==> config.mk <==
export PLATFORM = sky130hd
export DESIGN_NAME = otter_iobus_uart_tx
export DESIGN_NICKNAME = d
export VERILOG_FILES = /design/src/rtl/otter_io_pkg.sv /design/src/rtl/otter_iobus_uart_tx_if.sv /design/src/rtl/otter_sync_fifo.sv /design/src/rtl/otter_iobus_uart_tx.sv
export SDC_FILE = /design/constraint.sdc
export NUM_CORES = 1
export LEC_CHECK = 0
export CAP_MARGIN = 10
export CORE_ASPECT_RATIO = 0.9
export CORE_UTILIZATION = 43
export DETAILED_ROUTE_END_ITERATION = 10
export GPL_ROUTABILITY_DRIVEN = 0
export PLACE_DENSITY = 0.73
export REMOVE_ABC_BUFFERS = 1
export SETUP_SLACK_MARGIN = 0.02
export SYNTH_ARGS = -nofsm -noshare
export SYNTH_HDL_FRONTEND = slang
export SYNTH_SLANG_ARGS = --single-unit
==> constraint.sdc <==
create_clock -name CLK -period 3.8 [get_ports CLK]
set_clock_uncertainty 0.2 [all_clocks]
set_input_delay 0.38 -clock CLK [delete_from_list [all_inputs] [get_ports CLK]]
set_output_delay 0.38 -clock CLK [all_outputs]
set_load 0.02 [all_outputs]
==> src/rtl/otter_io_pkg.sv <==
// Shared definitions for OTTER IOBUS peripherals: UART TX register offsets,
// transmitter state encoding and STATUS register bit positions.
package otter_io_pkg;

  // Register offsets from the peripheral base address
  localparam logic [31:0] UART_DATA_OFS = 32'h0000_0000;
  localparam logic [31:0] UART_STAT_OFS = 32'h0000_0004;
  localparam logic [31:0] UART_DIV_OFS  = 32'h0000_0008;

  // Transmitter FSM states
  typedef enum logic [1:0] {
    IDLE  = 2'd0,
    START = 2'd1,
    DATA  = 2'd2,
    STOP  = 2'd3
  } uart_tx_state_t;

  // STATUS register bit positions
  localparam int STAT_BUSY_BIT  = 0;
  localparam int STAT_FULL_BIT  = 1;
  localparam int STAT_EMPTY_BIT = 2;
  localparam int STAT_OVF_BIT   = 3;
  localparam int STAT_CNT_LSB   = 8;

endpackage

==> src/rtl/otter_iobus_uart_tx_if.sv <==
// OTTER IOBUS bundle as seen by one memory-mapped peripheral.
// Handshake: the bus has no ready. wr is a one-cycle store strobe qualified by
// addr/wdata in the same cycle and is always accepted; rdata is a
// combinational function of addr, valid in the cycle addr is presented.
interface otter_iobus_uart_tx_if;
  logic [31:0] addr;
  logic [31:0] wdata;
  logic        wr;
  logic [31:0] rdata;

  modport master (output addr, output wdata, output wr, input  rdata);
  modport slave  (input  addr, input  wdata, input  wr, output rdata);
endinterface

==> src/rtl/otter_sync_fifo.sv <==
// Synchronous FIFO with first-word-fall-through head output.
// A push while full is accepted only when a pop happens in the same cycle.
module otter_sync_fifo #(
  parameter int WIDTH = 8,
  parameter int DEPTH = 8
) (
  input  logic                     i_clk,
  input  logic                     i_rst,
  input  logic                     i_push,
  input  logic [WIDTH-1:0]         i_din,
  input  logic                     i_pop,
  output logic [WIDTH-1:0]         o_dout,
  output logic                     o_full,
  output logic                     o_empty,
  output logic [$clog2(DEPTH):0]   o_count
);
  localparam int AW = $clog2(DEPTH);
  localparam logic [AW-1:0] PTR_ONE  = AW'(1);
  localparam logic [AW:0]   CNT_ONE  = (AW+1)'(1);
  localparam logic [AW:0]   FULL_CNT = (AW+1)'(DEPTH);

  logic [WIDTH-1:0] r_mem [DEPTH];
  logic [AW-1:0]    r_wr_ptr;
  logic [AW-1:0]    r_rd_ptr;
  logic [AW:0]      r_count;
  logic             w_push;
  logic             w_pop;

  assign o_full  = (r_count == FULL_CNT);
  assign o_empty = (r_count == '0);
  assign o_count = r_count;
  assign o_dout  = r_mem[r_rd_ptr];
  assign w_pop   = i_pop & ~o_empty;
  assign w_push  = i_push & (~o_full | w_pop);

  // Storage array: written on accepted push, no reset needed
  always_ff @(posedge i_clk) begin
    if (w_push) r_mem[r_wr_ptr] <= i_din;
  end

  // Pointers and occupancy count
  always_ff @(posedge i_clk) begin
    if (i_rst) begin
      r_wr_ptr <= '0;
      r_rd_ptr <= '0;
      r_count  <= '0;
    end else begin
      if (w_push) r_wr_ptr <= r_wr_ptr + PTR_ONE;
      if (w_pop)  r_rd_ptr <= r_rd_ptr + PTR_ONE;
      if (w_push && !w_pop)      r_count <= r_count + CNT_ONE;
      else if (w_pop && !w_push) r_count <= r_count - CNT_ONE;
    end
  end
endmodule

==> src/rtl/otter_iobus_uart_tx.sv <==
// Memory-mapped 8N1 UART transmitter on the OTTER IOBUS.
// Window: DATA (+0x0, push byte), STATUS (+0x4), DIVISOR (+0x8).
// Optional feature macro: OTTER_UART_TX_IRQ_EN enables a transmit-done IRQ
// pulse; without it IRQ is tied low.
module otter_iobus_uart_tx
  import otter_io_pkg::*;
#(
  parameter logic [31:0] BASE_ADDR  = 32'h1100_0200,
  parameter int          FIFO_DEPTH = 8,
  parameter logic [15:0] DIV_RESET  = 16'd434
) (
  input  logic        CLK,
  input  logic        RESET,
  input  logic [31:0] IOBUS_ADDR,
  input  logic [31:0] IOBUS_OUT,
  input  logic        IOBUS_WR,
  output logic [31:0] IOBUS_IN,
  output logic        TX,
  output logic        IRQ
);
  localparam int CNT_W = $clog2(FIFO_DEPTH) + 1;

  otter_iobus_uart_tx_if u_bus ();
  assign u_bus.addr  = IOBUS_ADDR;
  assign u_bus.wdata = IOBUS_OUT;
  assign u_bus.wr    = IOBUS_WR;
  assign IOBUS_IN    = u_bus.rdata;

  uart_tx_state_t r_state;
  logic [15:0]    r_div;
  logic [15:0]    r_div_lat;
  logic [15:0]    r_baud;
  logic [2:0]     r_bit_idx;
  logic [7:0]     r_shift;
  logic           r_tx;
  logic           r_ovf;

  logic             w_sel_data, w_sel_stat, w_sel_div;
  logic             w_wr_data, w_wr_stat, w_wr_div;
  logic             w_pop, w_full, w_empty, w_bit_end;
  logic [7:0]       w_head;
  logic [CNT_W-1:0] w_count;
  logic [15:0]      w_div_eff;
  logic [31:0]      w_stat;
  logic [31:0]      w_rdata;
  logic             w_unused_wdata;

  assign w_sel_data = (u_bus.addr == BASE_ADDR + UART_DATA_OFS);
  assign w_sel_stat = (u_bus.addr == BASE_ADDR + UART_STAT_OFS);
  assign w_sel_div  = (u_bus.addr == BASE_ADDR + UART_DIV_OFS);
  assign w_wr_data  = u_bus.wr & w_sel_data;
  assign w_wr_stat  = u_bus.wr & w_sel_stat;
  assign w_wr_div   = u_bus.wr & w_sel_div;
  assign w_unused_wdata = ^u_bus.wdata[31:16];

  // A zero divisor would never end a bit period, so it behaves as 1
  assign w_div_eff = (r_div == 16'd0) ? 16'd1 : r_div;
  assign w_bit_end = (r_baud == 16'd0);
  // Head is taken from IDLE, or straight from the end of STOP for back-to-back frames
  assign w_pop = ~w_empty & ((r_state == IDLE) | ((r_state == STOP) & w_bit_end));

  otter_sync_fifo #(.WIDTH(8), .DEPTH(FIFO_DEPTH)) u_fifo (
    .i_clk   (CLK),
    .i_rst   (RESET),
    .i_push  (w_wr_data),
    .i_din   (u_bus.wdata[7:0]),
    .i_pop   (w_pop),
    .o_dout  (w_head),
    .o_full  (w_full),
    .o_empty (w_empty),
    .o_count (w_count)
  );

  // DIVISOR register and sticky overflow flag
  always_ff @(posedge CLK) begin
    if (RESET) begin
      r_div <= DIV_RESET;
      r_ovf <= 1'b0;
    end else begin
      if (w_wr_div) r_div <= u_bus.wdata[15:0];
      if (w_wr_data && w_full && !w_pop)             r_ovf <= 1'b1;
      else if (w_wr_stat && u_bus.wdata[STAT_OVF_BIT]) r_ovf <= 1'b0;
    end
  end

  // Transmit FSM: start bit, 8 data bits LSB first, stop bit
  always_ff @(posedge CLK) begin
    if (RESET) begin
      r_state   <= IDLE;
      r_tx      <= 1'b1;
      r_div_lat <= 16'd1;
      r_baud    <= 16'd0;
      r_bit_idx <= 3'd0;
      r_shift   <= 8'd0;
    end else begin
      case (r_state)
        IDLE: begin
          if (w_pop) begin
            r_state   <= START;
            r_shift   <= w_head;
            r_tx      <= 1'b0;
            r_div_lat <= w_div_eff;
            r_baud    <= w_div_eff - 16'd1;
          end
        end
        START: begin
          if (w_bit_end) begin
            r_state   <= DATA;
            r_tx      <= r_shift[0];
            r_bit_idx <= 3'd0;
            r_baud    <= r_div_lat - 16'd1;
          end else begin
            r_baud <= r_baud - 16'd1;
          end
        end
        DATA: begin
          if (w_bit_end) begin
            r_baud <= r_div_lat - 16'd1;
            if (r_bit_idx == 3'd7) begin
              r_state <= STOP;
              r_tx    <= 1'b1;
            end else begin
              r_bit_idx <= r_bit_idx + 3'd1;
              r_shift   <= r_shift >> 1;
              r_tx      <= r_shift[1];
            end
          end else begin
            r_baud <= r_baud - 16'd1;
          end
        end
        default: begin
          if (w_bit_end) begin
            if (w_pop) begin
              r_state   <= START;
              r_shift   <= w_head;
              r_tx      <= 1'b0;
              r_div_lat <= w_div_eff;
              r_baud    <= w_div_eff - 16'd1;
            end else begin
              r_state <= IDLE;
            end
          end else begin
            r_baud <= r_baud - 16'd1;
          end
        end
      endcase
    end
  end

  // STATUS word and read-data mux (zero outside the window)
  always_comb begin
    w_stat = 32'd0;
    w_stat[STAT_BUSY_BIT]  = (r_state != IDLE);
    w_stat[STAT_FULL_BIT]  = w_full;
    w_stat[STAT_EMPTY_BIT] = w_empty;
    w_stat[STAT_OVF_BIT]   = r_ovf;
    w_stat[STAT_CNT_LSB +: CNT_W] = w_count;
    w_rdata = 32'd0;
    if (w_sel_stat)     w_rdata = w_stat;
    else if (w_sel_div) w_rdata = {16'd0, r_div};
  end
  assign u_bus.rdata = w_rdata;
  assign TX = r_tx;

`ifdef OTTER_UART_TX_IRQ_EN
  logic r_irq;
  // One-cycle pulse when the last queued frame finishes and the FSM idles
  always_ff @(posedge CLK) begin
    if (RESET) r_irq <= 1'b0;
    else       r_irq <= (r_state == STOP) & w_bit_end & w_empty;
  end
  assign IRQ = r_irq;
`else
  assign IRQ = 1'b0;
`endif
endmodule

# == Yosys cells after proc, flatten, opt, wreduce, memory -nomap -nowiden ==
# Memories as Yosys holds them, arrays and structs flattened. A register that Yosys moved wholly into a read port is not among the register bits.
# Index checks and enable logic that the tools add are counted.
# totals
reg_bits,73
ram_bits,64
in_bits,67
out_inout_bits,34
n_memories,1
# memory_table
memory,depth,word_bits,read_ports,rd_ports_with_merged_regs,write_ports,line_no,text
u_fifo.r_mem,8,8,1,1,1,otter_sync_fifo.sv:22,logic [WIDTH-1:0] r_mem [DEPTH];
# classes
add_sub_neg,8
eq_ne,13
mux,40
n_bitwise,13
reduce_logical,23
# op_table
cell,n
two-way mux 16 bit,8
"equality test 32 x 29 -> 1 bit, second input constant",3
one-hot mux 16 bit (2 select lines),2
"subtractor 16 x 1 -> 16 bit, second input constant",3
logical NOT 16 bit,2
two-way mux 8 bit,4
one-hot mux 8 bit (3 select lines),1
two-way mux 3 bit,5
two-way mux 1 bit,10
two-way mux 2 bit,5
nonzero test 2 bit,5
"adder 3 x 1 -> 3 bit, second input constant",3
two-way mux 4 bit,2
"!= test 2 bit, second input constant",4
AND reduction 4 bit,2
AND 1 bit,7
one-hot mux 2 bit (3 select lines),1
one-hot mux 3 bit (2 select lines),1
logical AND 1 bit,5
AND reduction 5 bit,1
"adder 4 x 1 -> 4 bit, second input constant",1
"equality test 2 bit, second input constant",2
"equality test 4 bit, second input constant",1
logical NOT 4 bit,1
other kinds (12),18

# == Logic depth before layout (Yosys ltp) ==
# depth
word_depth,11
depth_mapped,15

# == By module ==
# From an unflattened synthesis, not the netlist that was laid out.
# unflattened
cells_unflattened,775
area_unflattened_um2,7527.2
# by_module_without_submodules
module,n_inst,cells_each,area_per_inst_um2,seq_area_each_um2
otter_iobus_uart_tx,1,609,4463.0,1261.2
otter_sync_fifo,1,166,3064.2,2182.1

# == Least setup slack after synthesis ==
# OpenSTA, ideal clock, no wires.
# synth_path
path_type,register -> register
startpoint,reg r_baud[0]
endpoint,"reg u_fifo.r_count[3], in the netlist u_fifo.o_count[3]"
setup_time_ns,0.070
t_arrival_ns,3.087
t_required_ns,3.530
slack_ns,0.442
stages_incl_launch_ff,16
synth_period_minus_slack_ns,3.358
path_cell_list,dfxtp_1 > inv_1 > ha_1 > nor3b_4 > nand4_2 > o31ai_4 > inv_2 > buf_2 > ha_1 > inv_1 > ha_1 > a21o_1 > a21oi_1 > xnor2_1 > or3_1 > a21oi_1
# synth_between
elab_chain_len,10
# synth_rtl
item,line_no,text
from (decl),otter_iobus_uart_tx.sv:32,logic [15:0] r_baud;
from (signal assigned),otter_iobus_uart_tx.sv:103,r_baud <= w_div_eff - 16'd1;
from (signal assigned),otter_iobus_uart_tx.sv:111,r_baud <= r_div_lat - 16'd1;
from (signal assigned),otter_iobus_uart_tx.sv:113,r_baud <= r_baud - 16'd1;
logical NOT 16 bit *,otter_iobus_uart_tx.sv:58,assign w_bit_end = (r_baud == 16'd0);
AND 1 bit *,otter_iobus_uart_tx.sv:60,assign w_pop = ~w_empty & ((r_state == IDLE) | ((r_state == STOP) & w_bit_end));
OR 1 bit *,otter_iobus_uart_tx.sv:60,
AND 1 bit *,otter_iobus_uart_tx.sv:60,
AND 1 bit *,otter_sync_fifo.sv:33,assign w_pop = i_pop & ~o_empty;
OR 1 bit,otter_sync_fifo.sv:34,assign w_push = i_push & (~o_full | w_pop);
AND 1 bit,otter_sync_fifo.sv:34,
logical NOT 1 bit,otter_sync_fifo.sv:51,else if (w_pop && !w_push) r_count <= r_count - CNT_ONE;
logical AND 1 bit,otter_sync_fifo.sv:51,
nonzero test 2 bit (no line),--,
to (signal assigned),otter_sync_fifo.sv:50,if (w_push && !w_pop) r_count <= r_count + CNT_ONE;
to (signal assigned),otter_sync_fifo.sv:51,
to (decl),otter_sync_fifo.sv:25,logic [AW:0] r_count;
# Mark *: on every way between the ends. The rest lies on a longest branch, timed or not.
# A chain may end at the register's enable or synchronous reset.

# == Final worst setup path ==
# layout_path
startpoint,reg r_div[9]
endpoint,reg r_baud[6]
# layout_between
elab_chain_len,6
# layout_rtl
item,line_no,text
from (decl),otter_iobus_uart_tx.sv:30,logic [15:0] r_div;
from (signal assigned),otter_iobus_uart_tx.sv:80,if (w_wr_div) r_div <= u_bus.wdata[15:0];
logical NOT 16 bit *,otter_iobus_uart_tx.sv:57,assign w_div_eff = (r_div == 16'd0) ? 16'd1 : r_div;
two-way mux 16 bit *,otter_iobus_uart_tx.sv:57,
subtractor 16 x 1 -> 16 bit *,"otter_iobus_uart_tx.sv:103, otter_iobus_uart_tx.sv:138",
two-way mux 16 bit *,"otter_iobus_uart_tx.sv:98, otter_iobus_uart_tx.sv:133",
two-way mux 16 bit,otter_iobus_uart_tx.sv:132,if (w_bit_end) begin
one-hot mux 16 bit (2 select lines) *,otter_iobus_uart_tx.sv:96,case (r_state)
to (signal assigned),otter_iobus_uart_tx.sv:103,
to (signal assigned),otter_iobus_uart_tx.sv:138,r_baud <= w_div_eff - 16'd1;
to (signal assigned),otter_iobus_uart_tx.sv:143,r_baud <= r_baud - 16'd1;
# Marked as above.

==> flow_summary.json <==
{
  "p_int_mw": 3.89,
  "placed_cells": 1063,
  "drv_cap": 0,
  "max_freq_mhz": 289,
  "period_share": 0.911,
  "p_leak_nw": 3.19,
  "clk_path_buf_depth": 2,
  "cts_made_buffers": 17,
  "ctsHoldBuffers": 0,
  "setup.worst_path.start": "r_div[9]$_SDFFE_PP0P_",
  "rsz0062_at_grt": "no",
  "viasPerCell": 5.70,
  "antenna_cells": 0,
  "grt_start_max_net_pins": 56,
  "power_frac_clock": 0.260,
  "synth_cell_types": 67,
  "synth_edf_count": 64,
  "cts_sinks": 140,
  "hold_viol": 0,
  "dp_hpwl_um": 12900,
  "vias": 6239,
  "utilization": 0.537,
  "worst_hold_startpoint": "RESET",
  "die_w_um": 142,
  "chipHeight_um": 128,
  "wl_um": 18800,
  "ir_drop_v": 0.000478,
  "firstDrtPassIters": 7,
  "ant_nets": 0,
  "cp_max_fo": 7,
  "yosys_warnings": 0,
  "switching_share": 0.409,
  "grt_overflow_total": 0,
  "cts_tree": "built",
  "slew_violations": 0,
  "syn_avg_cell_area_um2": 9.67,
  "synth.yosys.seq_area_share": 0.457,
  "p_sw_mw": 2.70,
  "async_reset_ff_frac": 0,
  "fin_nets": 930,
  "timing.rr.start": "r_div[9]$_SDFFE_PP0P_",
  "ys_ff_latch": 140,
  "power_mw": 6.59,
  "grt_pass1_vias": 5728,
  "status": "finished, final reports clean",
  "tightest_slew_ps": 879,
  "cp-end-kind": "flip-flop",
  "area_growth_pct": 21.2,
  "p_comb_frac": 0.432,
  "cp.arrival_ps": 3600,
  "period_minus_slack_ps": 3460,
  "clkTransAtPathRegs_ps": 70,
  "placement.io_buffers": 67,
  "crit_type": "reg -> reg",
  "postSynthCellCount": 779,
  "crit_path_start_kind": "flip-flop",
  "antenna_found_initial": 0,
  "htreeDepth": 4,
  "root_buffer": "clkbuf_16",
  "num_rows": 45,
  "grt_use_total": 0.215,
  "die-area_um2": 18100,
  "pwr-share-seq": 0.309,
  "clock_latency_ps": 430,
  "drive_gt1_frac": 0.123,
  "route.detailed.drc": 0,
  "worstPathRequired_ps": 3940,
  "hp-class": "in -> reg",
  "num-fill-cells": 1503,
  "final_cell_count_no_fill": 1095,
  "setup_viol": 0,
  "tns_ps": 0,
  "design.core.area_um2": 17000,
  "power.density_nw_per_um2": 721,
  "initial_core_util": 0.443,
  "synth_ff_type": "dfxtp_1",
  "drtIter0Drc": 683,
  "slew-limit-headroom": 0.413,
  "wl_per_cell_um": 17.1,
  "grt_first_pass_wirelength_um": 29800,
  "syn-cell-area_um2": 7530,
  "ios": 101
}
state kept, by name (all words and copies together) (netlist names), named ones only:
| name | count |
|---|---|
| r_div | 16 |
| r_bit_idx | 3 |
| r_baud | 16 |
| r_div_lat | 16 |
| r_state | 2 |
| u_fifo.r_rd_ptr | 3 |
| r_shift | 8 |
| u_fifo.o_count | 4 |
| r_ovf | 1 |
| u_fifo.r_mem | 64 |
| TX | 1 |
| u_fifo.r_wr_ptr | 3 |
power groups by stage:
stage          sequential, mW  clock, mW  combinational, mW
2_1_floorplan            2.00          0               1.95
3_3_place_gp             2.05          0               2.74
3_5_place_dp             2.06          0               2.79
4_1_cts                  2.03       1.72               2.80
5_1_grt                  2.07       1.79               3.10
6_report                 2.04       1.71               2.84
synth_stat cells (5+ instances only):
master	instances	area (µm²)
a21oi_1	60	300
ha_1	15	188
dfxtp_1	76	1520
o21ai_0	37	185
nand4_1	8	50.1
or3_1	8	50.1
a22o_1	8	70.1
mux2i_1	16	160
and2_1	11	68.8
o41ai_1	7	61.3
nand3b_1	7	52.6
inv_1	13	48.8
nand2_1	104	390
a211oi_1	5	37.5
mux4_2	16	360
a31oi_1	8	50.1
or4_1	11	82.6
edfxtp_1	64	1920
mux2_2	5	56.3
buf_4	17	128
nor4_1	20	125
clkbuf_1	48	180
o31ai_1	7	52.6
xor2_1	18	158
nor2_1	50	188
nand3_1	11	55.1
nor2b_1	10	62.6
xnor2_1	19	166
nor3_1	29	145
nor4b_1	8	70.1
worst paths after layout:
kind              slack [ps]  depth (start not counted)                        end
hold reg to reg          280                          2    r_shift[7]$_SDFFE_PP0P_
setup / recovery         340                         10       r_baud[6]$_SDFF_PP0_
setup reg to reg         340                         10       r_baud[6]$_SDFF_PP0_
hold / removal           220                          2  r_bit_idx[2]$_SDFFE_PP0P_
layout make-up:
cell class,instances,area (µm²),area share
Clock buffer,17,425,0.0466
Timing Repair Buffer,103,938,0.103
Multi-Input combinational cell,570,3790,0.415
Sequential cell,140,3440,0.377
Inverter,15,56.3,0.00617
Tap cell,235,294,0.0322
Clock inverter,15,189,0.0207
placed cells by master (no fill, tap or decap), drive strengths merged, types with 17 or more instances in the layout:
cell type        n
conb            17
o21ai           37
a21oi           60
edfxtp          64
nor3            29
xor2            18
xnor2           19
clkdlybuf4s50   65
buf             37
dfxtp           76
clkbuf          17
nor2            50
nor4            23
inv             24
nand2          104
stage by stage:
| step | area (µm²) | hold WS [ps] | setup slack (ps) |
|---|---|---|---|
| after floorplan | 7260 | 240 | 117 |
| after global placement | 8510 | 259 | 173 |
| after detailed placement | 8510 | 271 | 66.6 |
| after CTS | 9130 | 213 | 308 |
| after global routing | 9130 | 236 | 67.1 |
| final | 9130 | 222 | 336 |
metal layers:
metal,global-route usage,part of all wire,routed length (µm)
met5,0,0,0
met4,0.0702,0.018,341
met3,0.0450,0.069,1290
met1,0.300,0.46,8590
met2,0.333,0.46,8550
what timing repair did:
action | CTS | global route
resized for setup | 0 | 3
endpoints found under the setup margin | 0 | 3
buffers inserted | 0 | 0
hold endpoints to repair | 0 | 0
worst max-delay path: stages (launching register included):
cell	delay, ps
dfxtp_1	470
or4_1	290
nor3_2	100
a31oi_1	340
ha_1	290
or3b_2	520
nor3_1	190
xnor2_1	170
mux2_2	300
a2111o_1	420
o31ai_1	70
logic make-up after synthesis:
family / after synthesis / synth area share
flip-flops: 140 / 0.457
multiplexers: 37 / 0.0766
AND/OR/NAND/NOR: 295 / 0.201
AO/OA/AOI/OAI: 168 / 0.143
buffers and inverters: 85 / 0.0515
adder cells (fa/ha/maj): 16 / 0.0276
other: 1 / 0.000498
XOR/XNOR: 37 / 0.0430
Power figures use the tool's default switching activity.
